**config.mk**
```make
export PLATFORM = sky130hd
export DESIGN_NAME = mem_stage
export DESIGN_NICKNAME = d
export VERILOG_FILES = /design/src/rtl/mem_stage.sv
export SDC_FILE = /design/constraint.sdc
export NUM_CORES = 1
export LEC_CHECK = 0
export BUFFER_PORTS_ARGS = -buffer_cell sky130_fd_sc_hd__buf_4
export CAP_MARGIN = 0
export CORE_MARGIN = 2
export CORE_UTILIZATION = 48
export CTS_BUF_LIST = sky130_fd_sc_hd__clkbuf_4
export CTS_CLUSTER_DIAMETER = 80
export DETAILED_ROUTE_END_ITERATION = 6
export PLACE_DENSITY = 0.95
export SLEW_MARGIN = 5
export SYNTH_ARGS = -nofsm -noshare
export SYNTH_HDL_FRONTEND = slang
export SYNTH_SLANG_ARGS = --single-unit
```
**constraint.sdc**
```tcl
create_clock -name clk -period 6.83 [get_ports clk]
set_input_delay 1.7075 -clock clk [delete_from_list [all_inputs] [get_ports clk]]
set_output_delay 1.7075 -clock clk [all_outputs]
set_load 0.03 [all_outputs]
```
**src/rtl/mem_stage.sv**
```systemverilog
// mem_stage: memory-access stage of the 5-stage RISC-V pipeline.
//
// Non-memory instructions pass straight through combinationally. Loads and
// stores are serialised into little-endian byte transfers on the byte-wide
// RAM/UART arbiter port, and the pipeline is held via stallreq_mem until the
// access completes. A completed load is presented for exactly one cycle.
//
// Optional feature: define MEM_ALIGN_CHECK_EN to trap misaligned halfword and
// word accesses in IDLE (no RAM traffic, exc_misaligned pulses for one cycle).
// Without it, misaligned accesses are performed byte-serially and
// exc_misaligned is tied to 0.
//
// Ports:
//   clk, rst          clock (rising edge), asynchronous active-low reset
//   ex_wd/ex_wreg     destination register / write enable from ex/mem
//   ex_wdata          ALU result for non-memory ops
//   ex_memop          0=none, 1=load, 2=store, 3=reserved (none)
//   ex_funct3         RISC-V funct3 of the load/store
//   ex_maddr          effective byte address
//   ex_sdata          store data (rs2)
//   mem_wd/mem_wreg/mem_wdata  write-back target, enable, data to mem_wb
//   stallreq_mem      stall request to the pipeline controller
//   ram_req/ram_we/ram_addr/ram_wdata  byte transfer request
//   ram_rdata/ram_done                 byte transfer response
//   exc_misaligned    misaligned-access flag
module mem_stage #(
    parameter int unsigned RAM_ADDR_W = 32
) (
    input  logic                  clk,
    input  logic                  rst,
    input  logic [4:0]            ex_wd,
    input  logic                  ex_wreg,
    input  logic [31:0]           ex_wdata,
    input  logic [1:0]            ex_memop,
    input  logic [2:0]            ex_funct3,
    input  logic [31:0]           ex_maddr,
    input  logic [31:0]           ex_sdata,
    output logic [4:0]            mem_wd,
    output logic                  mem_wreg,
    output logic [31:0]           mem_wdata,
    output logic                  stallreq_mem,
    output logic                  ram_req,
    output logic                  ram_we,
    output logic [RAM_ADDR_W-1:0] ram_addr,
    output logic [7:0]            ram_wdata,
    input  logic [7:0]            ram_rdata,
    input  logic                  ram_done,
    output logic                  exc_misaligned
);

    typedef enum logic [1:0] {
        S_IDLE   = 2'd0,
        S_ACCESS = 2'd1,
        S_DONE   = 2'd2
    } state_t;

    state_t      state_q, state_d;
    logic [1:0]  idx_q, idx_d;
    logic [31:0] data_buf_q, data_buf_d;

    logic        is_load, is_store, is_mem, bad_enc, trap, last_byte;
    logic [1:0]  last_idx;
    logic [31:0] byte_addr, sdata_sh, load_ext;

    // Only encodings the stage can actually perform count as memory ops;
    // anything else with memop=load/store becomes a non-writing pass-through.
    always_comb begin
        is_load  = (ex_memop == 2'd1) &&
                   (ex_funct3 inside {3'd0, 3'd1, 3'd2, 3'd4, 3'd5});
        is_store = (ex_memop == 2'd2) && (ex_funct3 inside {3'd0, 3'd1, 3'd2});
        is_mem   = is_load || is_store;
        bad_enc  = ((ex_memop == 2'd1) || (ex_memop == 2'd2)) && !is_mem;
    end

`ifdef MEM_ALIGN_CHECK_EN
    logic misaligned;
    always_comb begin
        misaligned = ((ex_funct3[1:0] == 2'd1) && ex_maddr[0]) ||
                     ((ex_funct3[1:0] == 2'd2) && (ex_maddr[1:0] != 2'd0));
        trap       = is_mem && misaligned;
    end
`else
    assign trap = 1'b0;
`endif

    // funct3[1:0] = 0/1/2 -> 1/2/4 bytes, i.e. last byte index 0/1/3
    assign last_idx  = (ex_funct3[1:0] == 2'd2) ? 2'd3 : ex_funct3[1:0];
    assign last_byte = (idx_q == last_idx);
    assign byte_addr = ex_maddr + {30'd0, idx_q};
    assign sdata_sh  = ex_sdata >> {idx_q, 3'b000};

    always_comb begin
        case (ex_funct3)
            3'd0:    load_ext = {{24{data_buf_q[7]}}, data_buf_q[7:0]};
            3'd1:    load_ext = {{16{data_buf_q[15]}}, data_buf_q[15:0]};
            3'd4:    load_ext = {24'd0, data_buf_q[7:0]};
            3'd5:    load_ext = {16'd0, data_buf_q[15:0]};
            default: load_ext = data_buf_q;
        endcase
    end

    always_comb begin
        state_d        = state_q;
        idx_d          = idx_q;
        data_buf_d     = data_buf_q;
        mem_wd         = ex_wd;
        mem_wreg       = 1'b0;
        mem_wdata      = '0;
        stallreq_mem   = 1'b0;
        ram_req        = 1'b0;
        ram_we         = 1'b0;
        ram_addr       = '0;
        ram_wdata      = '0;
        exc_misaligned = 1'b0;

        case (state_q)
            S_IDLE: begin
                if (trap) begin
                    exc_misaligned = 1'b1;
                end else if (is_mem) begin
                    stallreq_mem = 1'b1;
                    state_d      = S_ACCESS;
                    idx_d        = '0;
                    data_buf_d   = '0;
                end else begin
                    mem_wreg  = ex_wreg && !bad_enc;
                    mem_wdata = ex_wdata;
                end
            end
            S_ACCESS: begin
                ram_req      = 1'b1;
                ram_we       = is_store;
                ram_addr     = byte_addr[RAM_ADDR_W-1:0];
                ram_wdata    = sdata_sh[7:0];
                stallreq_mem = 1'b1;
                if (ram_done) begin
                    if (is_load) begin
                        data_buf_d[8*idx_q +: 8] = ram_rdata;
                    end
                    if (last_byte) begin
                        state_d = S_DONE;
                    end else begin
                        idx_d = idx_q + 2'd1;
                    end
                end
            end
            S_DONE: begin
                state_d = S_IDLE;
                if (is_load) begin
                    mem_wreg  = ex_wreg;
                    mem_wdata = load_ext;
                end
            end
            default: state_d = S_IDLE;
        endcase

        // Outputs are quiet for as long as reset is held, so an access cut
        // off by reset drops ram_req at once and leaks no partial result.
        if (!rst) begin
            mem_wd         = '0;
            mem_wreg       = 1'b0;
            mem_wdata      = '0;
            stallreq_mem   = 1'b0;
            ram_req        = 1'b0;
            ram_we         = 1'b0;
            ram_addr       = '0;
            ram_wdata      = '0;
            exc_misaligned = 1'b0;
        end
    end

    always_ff @(posedge clk or negedge rst) begin
        if (!rst) begin
            state_q    <= S_IDLE;
            idx_q      <= '0;
            data_buf_q <= '0;
        end else begin
            state_q    <= state_d;
            idx_q      <= idx_d;
            data_buf_q <= data_buf_d;
        end
    end

endmodule

```
# Word level (Yosys, flattened, before mapping)
# Cells that the tools add are included.
# totals
regBits,36
latch_bits,0
ram_bits,0
rom_bits,0
in_bits,118
output_inout_bits,82
wordCells,75
memories,0
# classes
add_sub_neg,3
multipliers,0
div,0
order_cmp,0
n_eq_ne,15
n_shift,3
muxes,35
bitwise,0
reduce_logical,16
# op_table
operator,n
$mux W32,8
$pmux W32 S2,2
$pmux W32 S4,1
$neg A5 Y34,1
$shift A8 B34 Y32 const A,1
$shiftx A8 B34 Y32,1
$add A32 B2 Y32,1
$bwmux W32,1
$shr A32 B5 Y8,1
$mux W8,2
$mux W2,7
$ne A2 B2 Y1 const B,5
$mux W1,9
$pmux W2 S2,2
$reduce_and A4 Y1,2
$eq A2 B2 Y1 const B,3
$eq A3 B3 Y1 const B,2
$mux W5,1
$reduce_bool A5 Y1,1
$eq A2 B1 Y1 const B,2
$logic_and A1 B1 Y1,4
$pmux W1 S2,2
$eq A3 B1 Y1 const B,1
$eq A3 B2 Y1 const B,1
other kinds (9),11

# Longest topological paths before layout
# Gate-level depths: netlist (run 1).
# depth
word_depth,11
ltp_mapped,8
depth_no_buf,6

# Worst setup path after synthesis (run 1)
# Ideal clock, no wire load.
# synth_timing
kind,input to output
startpoint,input ex_maddr[0]
endpoint,output ram_addr[26]
arrival_time_ps,3814
required_ps,5122
setup_slack_ps,1308
stages,7
n_path_buf,1
path_cell_list,ha_1 -> fa_1 -> nand4_1 -> or3_1 -> clkbuf_1 -> or4_1 -> a21oi_1
# synth_between
elab_chain_cells,3
# synth_rtl
item,line_no,text
start: declaration,36,"input logic [31:0] ex_maddr,"
$add A32 B2 Y32,89,"assign byte_addr = ex_maddr + {30'd0, idx_q};"
$mux W32,116,case (state_q)
$mux W32,159,if (!rst) begin
end: declaration,44,"output logic [RAM_ADDR_W-1:0] ram_addr,"
# No other way between the ends.

# Worst setup path after layout (run 1)
# layout_timing
startpoint,input ex_maddr[0]
endpoint,output ram_addr[20]
# The elaborated chain is that of the path after synthesis.

==> flow_metrics.py, run 1 <==
metrics = {
    "status": {
        "run_status": "complete, no violations",
    },
    "power": {
        "ir_worst_vdd_uv": 206,
        "power-per-cell-area_nw_per_um2": 212,
        "static-leakage-power_nw": 2.60,
    },
    "critical_path": {
        "worstPathBufferInverterCount": 2,
        "critical_path.reg2reg.startpoint": "idx_q[0]",
        "worstSetupEndpointType": "output port",
        "crit_chain": "buf_4 > ha_1 > fa_1 > nand4_1 > or4_1 > or4_1 > a21oi_1 > buf_4",
        "critical_path.max_stage_delay_ns": 0.72,
        "critPathTopFamily": "simple AND/OR/NAND/NOR gates",
        "setup.worst_path.end": "ram_addr[20]",
        "critPathRequiredTime_ns": 5.12,
        "data_arrival_time_of_the_critical_path_ns": 4.01,
        "crit_path_top_delay_cell": "sky130_fd_sc_hd__or4_1",
        "worstPathMaxFanout": 12,
        "r2r_slack_ns": 3.95,
        "path_class": "in2out",
        "source_of_the_critical_timing_path": "ex_maddr[0]",
        "reg2reg_depth": 6,
        "destination_of_the_worst_register_to_register_timing_path": "data_buf_q[19]",
        "worst_setup_path_start_kind": "input pin",
        "worstSetupPathDepth": 8,
    },
    "synthesis": {
        "total_standard_cell_area_after_synthesis_sq_um": 3750,
        "syn_avg_cell_area_sq_um": 7.28,
        "synth_warnings": 0,
        "synth_ff_type": "sky130_fd_sc_hd__dfrtp_1",
        "synth_fp_nets": 642,
        "synth-edff-count": 0,
        "synth_seq_cells": 36,
        "synth_seq_area_share_pct": 24.0,
        "yosys.cell_types.count": 44,
        "syn_inst_count": 515,
        "async_reset_ff_share_pct": 100,
    },
    "drt": {
        "m1WireLength_um": 4730,
        "met2_length_um": 6620,
        "postRouteWirelength_um": 12700,
        "dr.max_layer_used": "met4",
        "drt_iter0_markers": 320,
        "num_vias": 4587,
        "first_pass_iteration_count_of_the_detailed_router": 6,
        "total_drc_errors_in_the_routed_layout": 0,
        "routed-wl-met3_um": 1010,
        "wire_per_inst_um": 16.2,
        "route.detailed.vias_per_inst": 5.86,
        "antenna_violating_nets_post_route": 0,
    },
    "finish": {
        "commonest_non_fill_non_tap_cells_in_the_layout": "sky130_fd_sc_hd__buf_4, sky130_fd_sc_hd__nand2_1, sky130_fd_sc_hd__a21oi_1",
        "final_nets": 807,
        "multi_input_area_sq_um": 2520,
        "post_route_cells_drive_above_1_share_pct": 33.0,
        "layout-area-overhead-vs-synth_pct": 41.2,
        "n_antenna_cell": 0,
        "ff_latch_area_sq_um": 901,
        "final_standard_cell_count_with_taps_included_and_fillers_excluded": 783,
        "final_common_cell": "sky130_fd_sc_hd__buf_4",
        "design_area_sq_um": 5300,
        "num-fill-cells": 611,
    },
    "place": {
        "port_buffers": 198,
        "finalWeightedCongestion": 0.906,
        "placedInstanceArea_sq_um": 5220,
        "dp_slack_ns": 1.12,
        "post-dp-hpwl_um": 9660,
        "dp.cells": 775,
    },
    "sta": {
        "final_min_period_over_clock_period_pct": 83.7,
        "timing.slew.headroom_pct": 15.9,
        "timing_hold_violations_final": 0,
        "worstMarginPinSlew_ns": 1.26,
        "setup_tns_ns": 0,
        "timing.final.ws_setup_ns": 1.12,
        "skew_ns": 0.0103,
        "whs_ns": 0.533,
        "number_of_slew_limit_violations_in_the_final_report": 0,
        "fmaxAchievable_mhz": 175,
        "period_minus_slack_ns": 5.71,
        "setup-violations-final": 0,
        "unrepaired_setup_endpoints_after_global_routing": "no",
    },
    "min_path": {
        "hp-class": "reg2reg",
    },
    "cts": {
        "cts-buffers-inserted": 5,
        "cts_resized": 0,
        "clk_latency_ns": 0.36,
        "postCtsSetupBuffers": 0,
        "cts_sinks": 36,
        "cts_htree_levels": 2,
        "post_cts_hold_buffer_count": 0,
        "clock_tree.root_cell": "sky130_fd_sc_hd__clkbuf_4",
        "clock_slew_seen_by_the_registers_of_the_worst_setup_and_hold_paths_ns": 0.12,
        "cts_tree": "yes",
        "clock_path_buffers": 2,
    },
    "run": {
        "timing.max_cap.violations": 0,
    },
    "die": {
        "core_area_sq_um": 7650,
        "floorplan.io_pins": 200,
        "die_area_sq_um": 8540,
        "initial_util_pct": 49.1,
        "die-width_um": 92.4,
        "die_y_um": 92.4,
        "placement_rows": 32,
    },
    "grt": {
        "grt_start_max_net_pins": 51,
        "grt_first_pass_wirelength_um": 20600,
        "gr-total-overflow": 0,
        "vias_in_the_first_global_route": 4395,
        "track_usage_pct": 29.5,
        "antenna_found_initial": 0,
    },
}
==> stage by stage <==
| stage | util (%) | power, mW |
|---|---|---|
| after global placement | 68.2 | 0.938 |
| after CTS | 69.3 | 1.12 |
| after global routing | 69.3 | 1.19 |
| final | 69.3 | 1.12 |
| after floorplan | - | 0.723 |
| after detailed placement | 68.2 | 0.964 |
==> layout make-up <==
class / count / share of cell area, %
Multi-Input combinational cell: 393 / 47.6
Clock buffer: 6 / 0.850
Tap cell: 102 / 2.41
Inverter: 44 / 3.12
Timing Repair Buffer: 200 / 28.3
Clock inverter: 2 / 0.661
Sequential cell: 36 / 17.0
==> worst min path at each step <==
stage / startpoint / end / slack, ns / depth (start not counted)
global route: data_buf_q[22] / data_buf_q[22] / 0.55 / 2
CTS: data_buf_q[17] / data_buf_q[17] / 0.53 / 2
floorplan: data_buf_q[10] / data_buf_q[10] / 0.49 / 2
detailed placement: data_buf_q[8] / data_buf_q[8] / 0.52 / 2
finish: data_buf_q[8] / data_buf_q[8] / 0.53 / 2
global placement: data_buf_q[21] / data_buf_q[21] / 0.51 / 2
==> per-layer routing <==
| layer | GRT usage (%) | vias to the layer above |
|---|---|---|
| met5 | 0 | - |
| met3 | 4.80 | 39 |
| met4 | 9.33 | 0 |
| met1 | 35.8 | 2165 |
| li1 | - | 2146 |
| met2 | 53.3 | 237 |
==> registers in the layout (all words and copies together) (netlist names) <==
name        count
idx_q           2
state_q         2
data_buf_q     32
==> synth_stat cells, drive strengths merged, types with 3 or more instances <==
library cell / number / area (sq um)
a21oi: 52 / 260
and3: 14 / 87.6
o21ai: 23 / 115
inv: 42 / 158
nor4: 5 / 37.5
or3: 18 / 113
nor2: 7 / 26.3
nand4: 37 / 238
o21bai: 3 / 22.5
nand3: 27 / 140
ha: 8 / 100
or4: 11 / 86.3
nor2b: 4 / 25.0
xnor2: 6 / 52.6
mux2i: 38 / 380
buf: 8 / 38.8
nand2: 93 / 349
clkbuf: 34 / 128
a31oi: 4 / 25.0
o31ai: 7 / 52.6
and4: 3 / 27.5
and2: 6 / 37.5
dfrtp: 36 / 901
mux4: 8 / 180
nand2b: 5 / 31.3
==> worst min-delay path: stages, from the launching register on <==
cell and delay, ns:
sky130_fd_sc_hd__dfrtp_1 0.40, sky130_fd_sc_hd__inv_1 0.05, sky130_fd_sc_hd__mux2i_1 0.06
==> kinds of logic after synthesis <==
logic type | synth area share, %
buffers and inverters | 8.84
xor gates and xnor gates | 1.87
other | 0.100
AOI/OAI and AO/OA | 13.1
DFF | 24.0
and+or+nand+nor | 33.9
muxes | 14.9
adders and majority gates | 3.20
==> where the power goes <==
part	switching (mW)	internal [mW]	leakage [nW]
Combinational	0.425	0.262	2.06
Clock	0.0758	0.0807	0.0456
Sequential	0.0392	0.242	0.497
Total	0.540	0.584	2.60
Note: power is estimated with default switching activity, not from simulation.
==> run 2, diff against run 1 <==
- ABC_AREA: not set -> 1
- PLACE_DENSITY: 0.95 -> 0.94
- clock period: 6.83 -> 5.5 ns (I/O delays scaled with it)
==> flow_metrics.py, run 2 <==
metrics = {
    "finish": {
        "post_route_cells_drive_above_1_share_pct": 26.9,
        "multi_input_area_sq_um": 2730,
        "design_area_sq_um": 5550,
        "num-fill-cells": 756,
        "final_standard_cell_count_with_taps_included_and_fillers_excluded": 995,
        "commonest_non_fill_non_tap_cells_in_the_layout": "sky130_fd_sc_hd__nand2_1, sky130_fd_sc_hd__buf_4, sky130_fd_sc_hd__nor2_1",
        "layout-area-overhead-vs-synth_pct": 37.9,
        "n_antenna_cell": 0,
        "ff_latch_area_sq_um": 901,
        "biggestRegsByFlops": "data_buf_q x32, idx_q x2, state_q x2",
        "largest_register_ff_count": 32,
        "final_nets": 1016,
        "final_common_cell": "sky130_fd_sc_hd__nand2_1",
        "top_register": "data_buf_q",
    },
    "critical_path": {
        "critPathRequiredTime_ns": 4.12,
        "setup.worst_path.end": "mem_wdata[17]",
        "worstSetupEndpointType": "output port",
        "reg2reg_depth": 7,
        "destination_of_the_worst_register_to_register_timing_path": "data_buf_q[2]",
        "worstPathMaxFanout": 26,
        "data_arrival_time_of_the_critical_path_ns": 3.02,
        "worst_setup_path_start_kind": "input pin",
        "critical_path.max_stage_delay_ns": 0.35,
        "critical-path-top-cell-by-count": "sky130_fd_sc_hd__buf_4",
        "r2r_slack_ns": 2.78,
        "crit_chain": "buf_4 > inv_1 > ha_1 > nand3_2 > nor2_2 > buf_4 > o211ai_1 > a21oi_1 > buf_4",
        "path_class": "in2out",
        "source_of_the_critical_timing_path": "ex_memop[1]",
        "crit_path_top_delay_cell": "sky130_fd_sc_hd__buf_4",
        "critical_path.reg2reg.startpoint": "idx_q[0]",
    },
    "synthesis": {
        "yosysTopAreaCellShare_pct": 22.4,
        "syn_avg_cell_area_sq_um": 5.65,
        "syn_inst_count": 712,
        "synth_ff_type": "sky130_fd_sc_hd__dfrtp_1",
        "ys_top_cells_by_count": "sky130_fd_sc_hd__nand2_1, sky130_fd_sc_hd__nor2_1, sky130_fd_sc_hd__nand3_1, sky130_fd_sc_hd__inv_1, sky130_fd_sc_hd__a21oi_1",
        "synth_top_cell_by_area": "sky130_fd_sc_hd__dfrtp_1",
        "synth_fp_nets": 839,
        "total_standard_cell_area_after_synthesis_sq_um": 4030,
        "synth_seq_area_share_pct": 22.4,
        "synth_seq_cells": 36,
        "yosys.cell_types.count": 31,
        "async_reset_ff_share_pct": 100,
        "synth_most_common_cell": "sky130_fd_sc_hd__nand2_1",
        "synth_area_leaders": "sky130_fd_sc_hd__dfrtp_1, sky130_fd_sc_hd__nand2_1, sky130_fd_sc_hd__nor2_1",
        "synth-edff-count": 0,
        "synth_warnings": 0,
    },
    "sta": {
        "worstMarginPinSlew_ns": 0.933,
        "timing.slew.headroom_pct": 37.8,
        "setup_tns_ns": 0,
        "final_min_period_over_clock_period_pct": 79.9,
        "timing_hold_violations_final": 0,
        "unrepaired_setup_endpoints_after_global_routing": "no",
        "fmaxAchievable_mhz": 228,
        "number_of_slew_limit_violations_in_the_final_report": 0,
        "skew_ns": 0.00785,
        "period_minus_slack_ns": 4.39,
        "setup-violations-final": 0,
    },
    "die": {
        "placement_rows": 33,
        "die_y_um": 95.6,
        "floorplan.io_pins": 200,
        "initial_util_pct": 49.2,
        "die-width_um": 95.6,
        "core_area_sq_um": 8180,
        "die_area_sq_um": 9130,
    },
    "cts": {
        "clock_slew_seen_by_the_registers_of_the_worst_setup_and_hold_paths_ns": 0.11,
        "cts_sinks": 36,
        "cts-buffers-inserted": 5,
        "cts_resized": 0,
        "cts_htree_levels": 2,
        "postCtsSetupBuffers": 0,
        "clock_path_buffers": 2,
        "clk_latency_ns": 0.36,
        "clock_tree.root_cell": "sky130_fd_sc_hd__clkbuf_4",
        "cts_tree": "yes",
        "post_cts_hold_buffer_count": 0,
    },
    "place": {
        "dp.cells": 987,
        "post-dp-hpwl_um": 10400,
        "placedInstanceArea_sq_um": 5490,
        "finalWeightedCongestion": 0.951,
        "port_buffers": 198,
    },
    "power": {
        "power-per-cell-area_nw_per_um2": 300,
        "ir_worst_vdd_uv": 184,
        "static-leakage-power_nw": 2.95,
    },
    "status": {
        "run_status": "complete, no violations",
    },
    "grt": {
        "vias_in_the_first_global_route": 4465,
        "antenna_found_initial": 0,
        "gr-total-overflow": 0,
        "track_usage_pct": 28.0,
        "grt_first_pass_wirelength_um": 20600,
        "grt_start_max_net_pins": 44,
    },
    "drt": {
        "antenna_violating_nets_post_route": 0,
        "postRouteWirelength_um": 13200,
        "wire_per_inst_um": 13.3,
        "num_vias": 5291,
        "route.detailed.vias_per_inst": 5.32,
        "total_drc_errors_in_the_routed_layout": 0,
        "drt_iter0_markers": 346,
        "first_pass_iteration_count_of_the_detailed_router": 7,
    },
    "run": {
        "timing.max_cap.violations": 0,
    },
    "min_path": {
        "hp-class": "reg2reg",
    },
}
-- run 2: cell type report --
| type | count | share of cell area, % |
|---|---|---|
| multi-input cells | 588 | 49.3 |
| repair buffers | 202 | 27.3 |
| flip-flops and latches | 36 | 16.2 |
| inverters | 56 | 3.79 |
| well taps | 105 | 2.37 |
| clock buffers | 5 | 0.676 |
| clock inverters | 3 | 0.338 |
-- run 2: layer usage --
layer	vias to the layer above	part of all wire (%)	wire length, um	global-route usage (%)
met4	0	2.8	365	10.8
met5	-	0	0	0
met2	243	47	6190	45.2
li1	2661	-	-	-
met3	34	8.4	1120	3.72
met1	2353	42	5560	38.0
-- run 2: stage by stage --
step / power, mW / hold WS, ns / util (%) / worst slack, ns
3_5_place_dp: 1.52 / 0.453 / 67.2 / 1.13
6_report: 1.67 / 0.479 / 67.9 / 1.11
3_3_place_gp: 1.51 / 0.452 / 67.2 / 1.16
5_1_grt: 1.80 / 0.500 / 67.9 / 0.739
2_1_floorplan: 1.19 / 0.436 / - / 1.15
4_1_cts: 1.66 / 0.479 / 67.9 / 1.11
-- run 2: worst min-delay path by stage --
stage	start	slack (ns)	end	cells after the start
2_1_floorplan	data_buf_q[10]	0.44	data_buf_q[10]	2
3_3_place_gp	data_buf_q[14]	0.45	data_buf_q[14]	2
3_5_place_dp	data_buf_q[14]	0.45	data_buf_q[14]	2
4_1_cts	data_buf_q[14]	0.48	data_buf_q[14]	2
5_1_grt	data_buf_q[11]	0.50	data_buf_q[11]	2
6_report	data_buf_q[14]	0.48	data_buf_q[14]	2
-- run 2: cell families (layout without fill, tap and decap cells) --
kind of cell,after synthesis,after routing,synth area share [%]
and+or+nand+nor,467,467,49.1
AOI/OAI and AO/OA,110,110,15.5
buffers and inverters,88,266,9.70
DFF,36,36,22.4
adders and majority gates,9,9,2.98
other,1,1,0.0932
xor gates and xnor gates,1,1,0.218
-- run 2: critical path: cells and delay by family --
kind,cells,cell delay (ns)
buffers and inverters,4,0.69
and+or+nand+nor,2,0.48
AOI/OAI and AO/OA,2,0.30
adders and majority gates,1,0.16
-- run 2: power breakdown --
part | internal [mW] | leakage (nW) | switching, mW | total (mW)
registers | 0.300 | 0.495 | 0.0623 | 0.362
logic | 0.376 | 2.42 | 0.786 | 1.16
clock network | 0.0490 | 0.0349 | 0.0929 | 0.142
